`src/rtl/fetch_unit.sv`:
```
`default_nettype none
// ============================================================================
//  Module      : fetch_unit
//  Description : Instruction fetch sequencer. Issues one instruction-memory
//                request per retired instruction, holds the fetched word for
//                the decoder and advances the PC sequentially or by a
//                conditional word-offset branch. Records sticky errors for
//                memory timeouts and for retire pulses with no instruction
//                in hand.
//  Revision    : 1.0 - initial release
// ============================================================================
module fetch_unit #(
    parameter logic [31:0] RESET_PC     = 32'h0000_0000,
    parameter int          IMEM_TIMEOUT = 16
) (
    input  logic        clk,
    input  logic        rst,
    input  logic        upd_pc,
    input  logic [2:0]  br_op,
    input  logic        flag_neg,
    input  logic        flag_zero,
    input  logic [31:0] br_off,
    output logic        imem_req,
    output logic [31:0] imem_addr,
    input  logic        imem_ack,
    input  logic [31:0] imem_rdata,
    output logic [31:0] instr,
    output logic [5:0]  opcode,
    output logic [4:0]  func,
    output logic [31:0] pc,
    output logic        instr_valid,
    output logic        fetch_err,
    output logic        upd_err
);

    // Wait counter only needs to reach IMEM_TIMEOUT, where it saturates.
    localparam int                 C_CNT_W   = (IMEM_TIMEOUT < 1) ? 1 : $clog2(IMEM_TIMEOUT + 1);
    localparam logic [C_CNT_W-1:0] C_TIMEOUT = C_CNT_W'(IMEM_TIMEOUT);

    typedef enum logic [1:0] {
        IDLE = 2'd0,
        REQ  = 2'd1,
        WAIT = 2'd2,
        HOLD = 2'd3
    } state_t;

    state_t              state_q, state_d;
    logic [31:0]         pc_q, pc_d;
    logic [31:0]         instr_q, instr_d;
    logic                valid_q, valid_d;
    logic                ferr_q, ferr_d;
    logic                uerr_q, uerr_d;
    logic [C_CNT_W-1:0]  cnt_q, cnt_d;
    logic                taken;
    logic [31:0]         pc_seq;
    logic [31:0]         pc_br;

    // Branch decision; codes 100-111 never branch.
    always_comb begin
        taken = 1'b0;
        case (br_op)
            3'b000:  taken = 1'b1;
            3'b001:  taken = flag_neg;
            3'b010:  taken = ~flag_neg;
            3'b011:  taken = flag_zero;
            default: taken = 1'b0;
        endcase
    end

    // Candidate next PCs; the offset is in words, and arithmetic wraps mod 2^32.
    always_comb begin
        pc_seq = pc_q + 32'd4;
        pc_br  = pc_seq + (br_off << 2);
    end

    // Next-state and datapath update logic.
    always_comb begin
        state_d = state_q;
        pc_d    = pc_q;
        instr_d = instr_q;
        valid_d = valid_q;
        ferr_d  = ferr_q;
        uerr_d  = uerr_q;
        cnt_d   = '0;

        case (state_q)
            IDLE: begin
                // Any ack seen here belongs to an aborted fetch and is dropped.
                state_d = REQ;
                if (upd_pc) begin
                    uerr_d = 1'b1;
                end
            end
            REQ: begin
                if (upd_pc) begin
                    uerr_d = 1'b1;
                end
                if (imem_ack) begin
                    instr_d = imem_rdata;
                    valid_d = 1'b1;
                    state_d = HOLD;
                end else begin
                    state_d = WAIT;
                end
            end
            WAIT: begin
                if (upd_pc) begin
                    uerr_d = 1'b1;
                end
                if (imem_ack) begin
                    instr_d = imem_rdata;
                    valid_d = 1'b1;
                    state_d = HOLD;
                end else begin
                    // Timeout only flags the condition; the request stays up.
                    cnt_d = (cnt_q == C_TIMEOUT) ? cnt_q : cnt_q + 1'b1;
                    if (cnt_d == C_TIMEOUT) begin
                        ferr_d = 1'b1;
                    end
                end
            end
            HOLD: begin
                if (upd_pc) begin
                    pc_d    = taken ? pc_br : pc_seq;
                    valid_d = 1'b0;
                    state_d = REQ;
                end
            end
            default: begin
                state_d = IDLE;
            end
        endcase
    end

    // State and datapath registers with asynchronous reset.
    always_ff @(posedge clk or posedge rst) begin
        if (rst) begin
            state_q <= IDLE;
            pc_q    <= RESET_PC;
            instr_q <= '0;
            valid_q <= 1'b0;
            ferr_q  <= 1'b0;
            uerr_q  <= 1'b0;
            cnt_q   <= '0;
        end else begin
            state_q <= state_d;
            pc_q    <= pc_d;
            instr_q <= instr_d;
            valid_q <= valid_d;
            ferr_q  <= ferr_d;
            uerr_q  <= uerr_d;
            cnt_q   <= cnt_d;
        end
    end

    assign imem_req    = (state_q == REQ) || (state_q == WAIT);
    assign imem_addr   = pc_q;
    assign instr       = instr_q;
    assign opcode      = instr_q[31:26];
    assign func        = instr_q[4:0];
    assign pc          = pc_q;
    assign instr_valid = valid_q;
    assign fetch_err   = ferr_q;
    assign upd_err     = uerr_q;

endmodule
`default_nettype wire

```
`config.mk`:
```
export PLATFORM = sky130hd
export DESIGN_NAME = fetch_unit
export DESIGN_NICKNAME = d
export VERILOG_FILES = /design/src/rtl/fetch_unit.sv
export SDC_FILE = /design/constraint.sdc
export NUM_CORES = 1
export LEC_CHECK = 0
export BUFFER_PORTS_ARGS = -buffer_cell sky130_fd_sc_hd__buf_2
export CORE_MARGIN = 2
export CORE_UTILIZATION = 54
export CTS_BUF_LIST = sky130_fd_sc_hd__clkbuf_8
export DETAILED_ROUTE_END_ITERATION = 6
export PLACE_DENSITY = 0.82
export REMOVE_ABC_BUFFERS = 1
export SLEW_MARGIN = 15
export SYNTH_ARGS = -nofsm -noshare
export SYNTH_HDL_FRONTEND = slang
export SYNTH_SLANG_ARGS = --single-unit
```
`constraint.sdc`:
```
create_clock -name clk -period 4.3 [get_ports clk]
set_clock_uncertainty 0.1 [all_clocks]
set_input_delay 0.86 -clock clk [delete_from_list [all_inputs] [get_ports clk]]
set_output_delay 0.86 -clock clk [all_outputs]
set_load 0.005 [all_outputs]
```
==> flow_summary_export.csv, run 1 <==
group,metric,value,unit
outcome,status,"complete, no violations",
timing,setup_tns,0,ns
clock_tree,cts_root_buffer,"clkbuf_8",
floorplan,die_y,109,µm
synth,synthCells,685,
clock_tree,cts_resized,0,
setup_path,crit_type,"flip-flop to flip-flop",
clock_tree,clkSinkCount,72,
finish,final_cell_mix,"buf_2, dfrtp_1, nand2_1",
setup_path,cp.required,4.45,ns
grt,top_usage_layer,"met2",
power,p_per_area,687,mW/mm²
grt,grt_remaining_overflow,0,
timing,max_freq,246,MHz
power,ir_worst_vdd,0.342,mV
place,placed_area,0.00669,mm²
clock_tree,clk_latency,0.35,ns
clock_tree,h-tree-depth,3,
grt,grt_use_met2,0.445,
finish,drive_gt1_frac,0.321,
drt,drt_iter0_markers,464,
floorplan,ios,184,
place,place_congestion,0.960,
grt,grt_util_all_layers,0.262,
drt,drc,0,
setup_path,worstPathArrival,4.22,ns
clock_tree,cts_tree,"done",
floorplan,dieWidth,109,µm
clock_tree,clock_path_buffers,2,
grt,antenna_found_initial,0,
synth,ys.flop_type,"dfrtp_1",
clock_tree,cts_setup_buffers,0,
power,leakage,0.00327,µW
place,io_buffers,177,
place,hpwlAfterDp,12.0,mm
timing,finalSetupViolCount,0,
drt,vias_per_cell,5.84,
drt,drt-total-wl,15.4,mm
finish,layout_commonest_cell,"buf_2",
finish,areaGrowthSynthToFinish,15.9,%
drt,via_count,5616,
grt,met3_usage,0.0293,
setup_path,critPathMaxFanout,7,
synth,yosysWarnings,0,
drt,ant_nets,0,
timing,rsz0062_at_grt,"no",
synth,yosysSeqAreaShare,0.302,
grt,grt_pass1_wl,24.6,mm
clock_tree,cts_hold_buf,0,
setup_path,critPathLaunchType,"flip-flop",
synth,synth_edf_count,0,
synth,synth-async-reset-ratio,1.00,
drt,wire_per_inst,16.0,µm
finish,num_antenna_cells,0,
synth,synth.avg_cell_area,8.70,µm²
synth,syn_area,0.00596,mm²
clock_tree,clk_pin_slew,0.08,ns
finish,fillers,910,
floorplan,core_area,0.0108,mm²
timing,slew_viol_final,0,
floorplan,rows,38,
finish,seqCellArea,0.00180,mm²
grt,grt_pass1_vias,5318,
finish,multiInputGateArea,0.00368,mm²
setup_path,endpoint_kind,"flip-flop",
synth,synth.distinct_cells,65,
finish,fin_area,0.00690,mm²
timing,worst_pin_slew,1.00,ns
timing,min_period,4.07,ns
job,drv_cap,0,
floorplan,dieArea,0.0119,mm²
timing,hold_violations,0,
timing,relSlewSlack,0.329,
synth,synth-seq-cells,72,
drt,first_pass_iters,5,
grt,gr-usage-met1,0.332,
grt,grt_max_degree,45,
timing,final.period_utilization,0.947,
clock_tree,numCtsBuffers,9,
worst_hold_path,hold_class,"flip-flop to flip-flop",
finish,nets,934,
floorplan,start_util,0.552,
synth_stat cells, drive strengths merged (2+ instances only):
cell / instances / area share
a211oi: 6 / 0.0076
a21o: 22 / 0.028
a21oi: 47 / 0.040
a221o: 7 / 0.012
a221oi: 2 / 0.0069
a22oi: 6 / 0.0076
a31o: 2 / 0.0029
a31oi: 11 / 0.013
a41oi: 3 / 0.0044
and2: 4 / 0.0042
and3: 14 / 0.015
and4: 2 / 0.0038
buf: 51 / 0.062
clkbuf: 21 / 0.013
dfrtp: 72 / 0.30
ha: 43 / 0.090
inv: 20 / 0.013
mux2: 33 / 0.062
mux2i: 4 / 0.0067
nand2: 56 / 0.035
nand2b: 5 / 0.0052
nand3: 28 / 0.024
nand4: 14 / 0.016
nor2: 53 / 0.033
nor2b: 2 / 0.0021
nor3: 20 / 0.018
nor4: 7 / 0.0084
o211ai: 4 / 0.0059
o21a: 4 / 0.0050
o21ai: 39 / 0.033
o21bai: 6 / 0.0076
o22ai: 3 / 0.0031
o31a: 3 / 0.0044
o32ai: 2 / 0.0029
o41ai: 2 / 0.0029
or3: 3 / 0.0031
xnor2: 26 / 0.038
xor2: 24 / 0.035
cell families after synthesis:
kind of cell             count (synthesis)  share of synthesized area
AO/OA/AOI/OAI                          176                      0.198
XOR/XNOR                                50                     0.0735
adder cells (fa/ha/maj)                 44                     0.0936
buffers and inverters                   92                     0.0878
flip-flops                              72                      0.302
multiplexers                            37                     0.0691
other                                    1                   0.000629
AND/OR/NAND/NOR                        213                      0.176
final timing paths:
check / depth (start not counted) / to / start / slack [ns]
worst max-delay path: 16 / imem_addr[28] / imem_addr[5] / 0.23
worst min-delay path: 1 / upd_err / upd_err / 0.37
worst max register to register: 16 / imem_addr[28] / imem_addr[5] / 0.23
worst min register to register: 1 / upd_err / upd_err / 0.37
max in group asynchronous: 3 / instr[30] / rst / 2.57
min in group asynchronous: 2 / instr[5] / rst / 0.58
layout make-up:
type                            count  area share
Clock inverter                      7     0.00906
Inverter                           20      0.0109
Tap cell                          140      0.0254
Clock buffer                        9      0.0179
Timing Repair Buffer              190       0.142
Multi-Input combinational cell    524       0.533
Sequential cell                    72       0.261
where the power goes:
| group | internal (µW) | leakage, µW | total [µW] | switching [µW] |
|---|---|---|---|---|
| Combinational | 1360 | 0.00232 | 2900 | 1540 |
| Sequential | 973 | 0.000854 | 1320 | 352 |
| Clock | 262 | 0.0000985 | 516 | 254 |
| Total | 2590 | 0.00327 | 4740 | 2150 |
registers in the layout, summed over array words and instances, names as in the netlist:
register     count
upd_err          1
fetch_err        1
cnt_q            5
imem_addr       30
instr           32
instr_valid      1
state_q          2
worst max-delay path, stage by stage, from the launching register on:
cell and delay, ns:
dfrtp_1 0.46, and3_2 0.29, and4_4 0.27, nand2_1 0.18
nor3_1 0.25, buf_4 0.17, nand3_1 0.16, xnor2_2 0.21
ha_1 0.34, a21o_1 0.21, a21o_1 0.18, a21o_1 0.19
a21oi_1 0.15, o21ai_0 0.11, a221oi_2 0.26, xnor2_1 0.11
a221o_1 0.32
routing by layer:
metal	share of wire	vias up
met3	0.068	29
met5	0	-
li1	-	2695
met2	0.49	242
met4	0.022	0
met1	0.42	2650
through the flow:
step	setup WS, ns	hold WS, ns	util	power [µW]	instances
global route	0.0225	0.408	0.640	5180	962
global placement	0.308	0.336	0.620	4070	946
detailed placement	0.223	0.351	0.620	4180	946
finish	0.227	0.366	0.640	4740	962
CTS	0.202	0.367	0.637	4710	962
floorplan	0.597	0.351	-	3150	616
No activity file was read; power rests on OpenSTA's default activity.
==> run 2, diff against run 1 <==
--- a/config.mk
+++ b/config.mk
@@ -7,10 +7,11 @@
 export LEC_CHECK = 0
 export BUFFER_PORTS_ARGS = -buffer_cell sky130_fd_sc_hd__buf_2
 export CORE_MARGIN = 2
-export CORE_UTILIZATION = 54
-export CTS_BUF_LIST = sky130_fd_sc_hd__clkbuf_8
+export CORE_UTILIZATION = 50
+export CTS_BUF_LIST = sky130_fd_sc_hd__clkbuf_4
 export DETAILED_ROUTE_END_ITERATION = 6
-export PLACE_DENSITY = 0.82
+export GPL_TIMING_DRIVEN = 0
+export PLACE_DENSITY = 0.76
 export REMOVE_ABC_BUFFERS = 1
 export SLEW_MARGIN = 15
 export SYNTH_ARGS = -nofsm -noshare
==> flow_summary_export.csv, run 2 (synthesis gave the netlist of run 1 again) <==
group,metric,value,unit
finish,fin_area,0.00686,mm²
setup_path,crit_type,"flip-flop to flip-flop",
finish,final_cell_mix,"buf_2, dfrtp_1, nand2_1",
outcome,status,"finished, violations left",
clock_tree,h-tree-depth,3,
place,place_congestion,0.946,
finish,areaGrowthSynthToFinish,15.1,%
clock_tree,cts_setup_buffers,0,
drt,drc,20,
job,drv_cap,0,
clock_tree,cts_hold_buf,0,
finish,layout_commonest_cell,"buf_2",
setup_path,critPathMaxFanout,9,
floorplan,start_util,0.517,
timing,timing.final.ws_setup,0.180,ns
drt,first_pass_iters,7,
power,p_sw,2100,µW
setup_path,reg2reg_slack,0.18,ns
timing,finalSetupViolCount,0,
drt,drt_iter0_markers,448,
finish,num_antenna_cells,0,
place,pre_cts_ws,0.0119,ns
setup_path,cp.required,4.50,ns
place,hpwlAfterDp,11.8,mm
drt,via_count,5478,
grt,grt_remaining_overflow,0,
power,switching_share,0.455,
clock_tree,numCtsBuffers,9,
timing,worst_pin_slew,1.14,ns
timing,slew_viol_final,0,
floorplan,rows,39,
setup_path,worstPathArrival,4.32,ns
clock_tree,cts_root_buffer,"clkbuf_4",
power,p_clk_frac,0.102,
drt,wire_per_inst,16.0,µm
finish,drive_gt1_frac,0.317,
finish,multiInputGateArea,0.00371,mm²
power,combPwrFrac,0.608,
grt,grt_pass1_wl,24.3,mm
grt,grt_util_all_layers,0.233,
power,totalPowerFinal,4620,µW
grt,grt_pass1_vias,5029,
timing,hold_violations,0,
finish,largest_reg_flops,32,
floorplan,die_y,113,µm
floorplan,ios,184,
setup_path,endpoint_kind,"flip-flop",
clock_tree,cts_tree,"done",
clock_tree,clk_pin_slew,0.13,ns
setup_path,crit_path_end,"imem_addr[29]",
timing,relSlewSlack,0.243,
drt,drt-total-wl,15.3,mm
setup_path,rr_worst_depth,13,
clock_tree,clk_latency,0.42,ns
power,p_int,2520,µW
finish,seqCellArea,0.00181,mm²
clock_tree,clock_path_buffers,2,
place,io_buffers,177,
floorplan,core_area,0.0115,mm²
power,p_per_area,673,mW/mm²
setup_path,rr_startpoint,"imem_addr[3]",
grt,antenna_found_initial,0,
place,placed_area,0.00667,mm²
drt,ant_nets,0,
clock_tree,clkSinkCount,72,
timing,max_freq,243,MHz
power,power_frac_seq,0.290,
floorplan,dieWidth,113,µm
floorplan,dieArea,0.0128,mm²
timing,final.period_utilization,0.958,
power,ir_worst_vdd,0.319,mV
outcome,violations,"DRC",
setup_path,critPathLaunchType,"flip-flop",
timing,min_period,4.12,ns
setup_path,r2r_end,"imem_addr[29]",
setup_path,worstSetupStartpoint,"imem_addr[3]",
worst_hold_path,hold_class,"primary input to asynchronous set/reset pin",
drt,vias_per_cell,5.75,
power,leakage,0.00323,µW
finish,fillers,1011,
grt,grt_max_degree,55,
finish,nets,923,
timing,holdWs,0.276,ns
[run 2: changes by cell type in the layout (fill, tap and decap cells not counted), moves of 3 or more]
cell / change
clkbuf_4: +9
buf_4: -13
clkinv_2: -3
clkbuf_8: -9
dfrtp_1: -3
dfrtp_2: +3
[run 2: worst min path at each step]
stage                   start            end  slack, ns  cells after the start
CTS                       rst  imem_addr[14]       0.25                      2
finish                    rst  imem_addr[13]       0.28                      2
floorplan           fetch_err      fetch_err       0.35                      1
detailed placement    upd_err        upd_err       0.35                      1
global route              rst  imem_addr[13]       0.26                      2
global placement      upd_err        upd_err       0.34                      1
[run 2: worst max-delay path, stage by stage, from the launching register on]
cell and delay [ns]:
dfrtp_1 0.55, ha_1 0.28, nand3_1 0.23, or2_2 0.37
xnor2_1 0.21, ha_1 0.34, and4_4 0.23, a221o_1 0.42
a221oi_4 0.38, o211ai_2 0.15, nand2_1 0.15, o41ai_2 0.11
xor2_1 0.16, a221o_1 0.33
[run 2: power groups by stage]
stage | Clock (µW) | Sequential, µW | Combinational (µW)
floorplan | 0 | 1340 | 1810
global placement | 0 | 1320 | 2700
detailed placement | 0 | 1350 | 2780
CTS | 485 | 1340 | 2790
global route | 511 | 1400 | 3100
finish | 470 | 1340 | 2810
[run 2: final cells by class]
cell class / count / area share
multi-input combinational: 524 / 0.540
sequential: 72 / 0.263
timing repair buffer: 179 / 0.137
tap: 143 / 0.0261
clock inverter: 6 / 0.0124
inverter: 20 / 0.0113
clock buffer: 9 / 0.00985
[run 2: metal layers]
metal | vias up | part of all wire | track usage
li1 | 2683 | - | -
met1 | 2560 | 0.44 | 0.308
met2 | 215 | 0.47 | 0.387
met3 | 20 | 0.069 | 0.0359
met4 | 0 | 0.017 | 0.0829
met5 | - | 0 | 0
[run 2: stage by stage]
stage,util,setup TNS [ns],cells
4_1_cts,0.593,0,953
2_1_floorplan,-,0,616
3_5_place_dp,0.579,0,938
5_1_grt,0.596,-0.00394,953
3_3_place_gp,0.572,-6.72,936
6_report,0.596,0,953
[run 2: what timing repair did]
item,4_1_cts,5_1_grt
cloned,0,0
resized for setup,1,10
pin swaps,0,0
endpoints found under the setup margin,1,4
==> run 3, diff against run 2 <==
--- a/config.mk
+++ b/config.mk
@@ -6,13 +6,14 @@
 export NUM_CORES = 1
 export LEC_CHECK = 0
 export BUFFER_PORTS_ARGS = -buffer_cell sky130_fd_sc_hd__buf_2
-export CORE_MARGIN = 2
+export CORE_MARGIN = 1.5
 export CORE_UTILIZATION = 50
 export CTS_BUF_LIST = sky130_fd_sc_hd__clkbuf_4
 export DETAILED_ROUTE_END_ITERATION = 6
 export GPL_TIMING_DRIVEN = 0
 export PLACE_DENSITY = 0.76
 export REMOVE_ABC_BUFFERS = 1
+export SKIP_CTS_REPAIR_TIMING = 1
 export SLEW_MARGIN = 15
 export SYNTH_ARGS = -nofsm -noshare
 export SYNTH_HDL_FRONTEND = slang
==> constraint.sdc (replaced) <==
create_clock -name clk -period 5.25 [get_ports clk]
set_clock_uncertainty 0.1 [all_clocks]
set_input_delay 1.05 -clock clk [delete_from_list [all_inputs] [get_ports clk]]
set_output_delay 1.05 -clock clk [all_outputs]
set_load 0.005 [all_outputs]
==> flow_summary_export.csv, run 3 (synthesis gave the netlist of run 1 again) <==
group,metric,value,unit
outcome,status,"finished, violations left",
outcome,violations,"DRC",
finish,nets,923,
timing,relSlewSlack,0.270,
drt,drt_iter0_markers,478,
floorplan,core_area,0.0115,mm²
finish,num_antenna_cells,0,
setup_path,critPathLaunchType,"flip-flop",
setup_path,endpoint_kind,"flip-flop",
place,placed_cells,938,
timing,finalSetupViolCount,0,
finish,drive_gt1_frac,0.305,
floorplan,start_util,0.517,
timing,worst_pin_slew,1.09,ns
timing,timing.final.ws_setup,0.848,ns
grt,grt_max_degree,43,
drt,first_pass_iters,7,
power,ir_worst_vdd,0.298,mV
clock_tree,clkSinkCount,72,
drt,ant_nets,0,
power,p_int,2010,µW
finish,final_cell_mix,"buf_2, dfrtp_1, nand2_1",
floorplan,dieWidth,112,µm
setup_path,critPathMaxFanout,7,
clock_tree,cts_root_buffer,"clkbuf_4",
setup_path,crit_buf_inv,0,
place,io_buffers,177,
setup_path,worstPathArrival,4.61,ns
setup_path,worst_path_most_repeated_cell,"a21o_1",
clock_tree,clock_path_buffers,2,
setup_path,worstSetupStartpoint,"imem_addr[5]",
setup_path,slowest_stage,"nor3_1",
finish,layout_commonest_cell,"buf_2",
setup_path,crit_type,"flip-flop to flip-flop",
power,switching_share,0.462,
timing,max_freq,227,MHz
timing,hold_violations,0,
floorplan,ios,184,
drt,vias_per_cell,5.83,
timing,rsz0062_at_grt,"no",
setup_path,rr_worst_depth,15,
finish,areaGrowthSynthToFinish,14.0,%
clock_tree,h-tree-depth,3,
clock_tree,clk_latency,0.42,ns
grt,grt_pass1_vias,5271,
worst_hold_path,hold_class,"flip-flop to flip-flop",
worst_hold_path,whs_path_depth,1,
floorplan,dieArea,0.0126,mm²
grt,grt_pass1_wl,24.6,mm
power,p_per_area,550,mW/mm²
place,hpwlAfterDp,11.8,mm
setup_path,rr_startpoint,"imem_addr[5]",
setup_path,slowest_delay,0.57,ns
place,place_congestion,0.944,
drt,wire_per_inst,16.0,µm
setup_path,crit_path_end,"imem_addr[28]",
power,power_frac_seq,0.293,
finish,fin_area,0.00680,mm²
finish,largest_reg_flops,32,
clock_tree,clk_pin_slew,0.12,ns
clock_tree,numCtsBuffers,9,
clock_tree,cts_tree,"done",
timing,holdWs,0.376,ns
setup_path,worst-path-stages,15,
setup_path,reg2reg_slack,0.85,ns
setup_path,cp_top_family,"simple AND/OR/NAND/NOR gates",
power,p_clk_frac,0.091,
grt,grt_util_all_layers,0.238,
timing,slew_viol_final,0,
grt,antenna_found_initial,0,
drt,drt-total-wl,15.2,mm
place,placed_area,0.00667,mm²
power,leakage,0.00319,µW
setup_path,crit_chain,"and3_2 -> and4_4 -> nand2_1 -> nor3_1 -> nand3_1 -> xnor2_1 -> ha_1 -> a21o_1 -> a21o_1 -> a21o_1 -> a21oi_1 -> o21ai_0 -> a221oi_2 -> xnor2_1 -> a221o_1",
power,combPwrFrac,0.616,
floorplan,die_y,112,µm
grt,grt_remaining_overflow,0,
timing,final.period_utilization,0.838,
drt,drc,21,
setup_path,r2r_end,"imem_addr[28]",
floorplan,rows,39,
finish,final_cells,953,
place,pre_cts_ws,0.913,ns
setup_path,cp.required,5.46,ns
drt,via_count,5560,
job,drv_cap,0,
power,p_sw,1730,µW
timing,min_period,4.40,ns
[run 3: routing by layer]
layer,global-route usage,vias to the layer above,share of wire
met3,0.0248,40,0.064
met4,0.110,0,0.028
met1,0.308,2605,0.44
met5,0,-,0
li1,-,2671,-
met2,0.402,244,0.47
[run 3: worst min path at each step]
stage | startpoint | end | slack (ns)
2_1_floorplan | fetch_err | fetch_err | 0.35
3_3_place_gp | upd_err | upd_err | 0.34
3_5_place_dp | upd_err | upd_err | 0.36
4_1_cts | fetch_err | fetch_err | 0.39
5_1_grt | upd_err | upd_err | 0.40
6_report | fetch_err | fetch_err | 0.38
[run 3: layout make-up]
cell class / count / area, µm²
clock inverter: 6 / 61.3
tap: 143 / 179
inverter: 20 / 77.6
sequential: 72 / 1800
fill: 1004 / 4720
clock buffer: 9 / 67.6
multi-input combinational: 524 / 3670
timing repair buffer: 179 / 941
[run 3: through the flow]
step	total power, µW	utilization	TNS [ns]
after detailed placement	3390	0.579	0
after floorplan	2580	-	0
after CTS	3740	0.590	0
after global placement	3300	0.572	-0.0943
final	3740	0.590	0
after global routing	4050	0.590	0
[run 3: power by group through the flow]
stage	registers [µW]	logic [µW]	clock network (µW)
floorplan	1100	1480	0
global placement	1090	2210	0
detailed placement	1110	2280	0
CTS	1090	2290	352
global route	1140	2540	372
finish	1100	2300	341
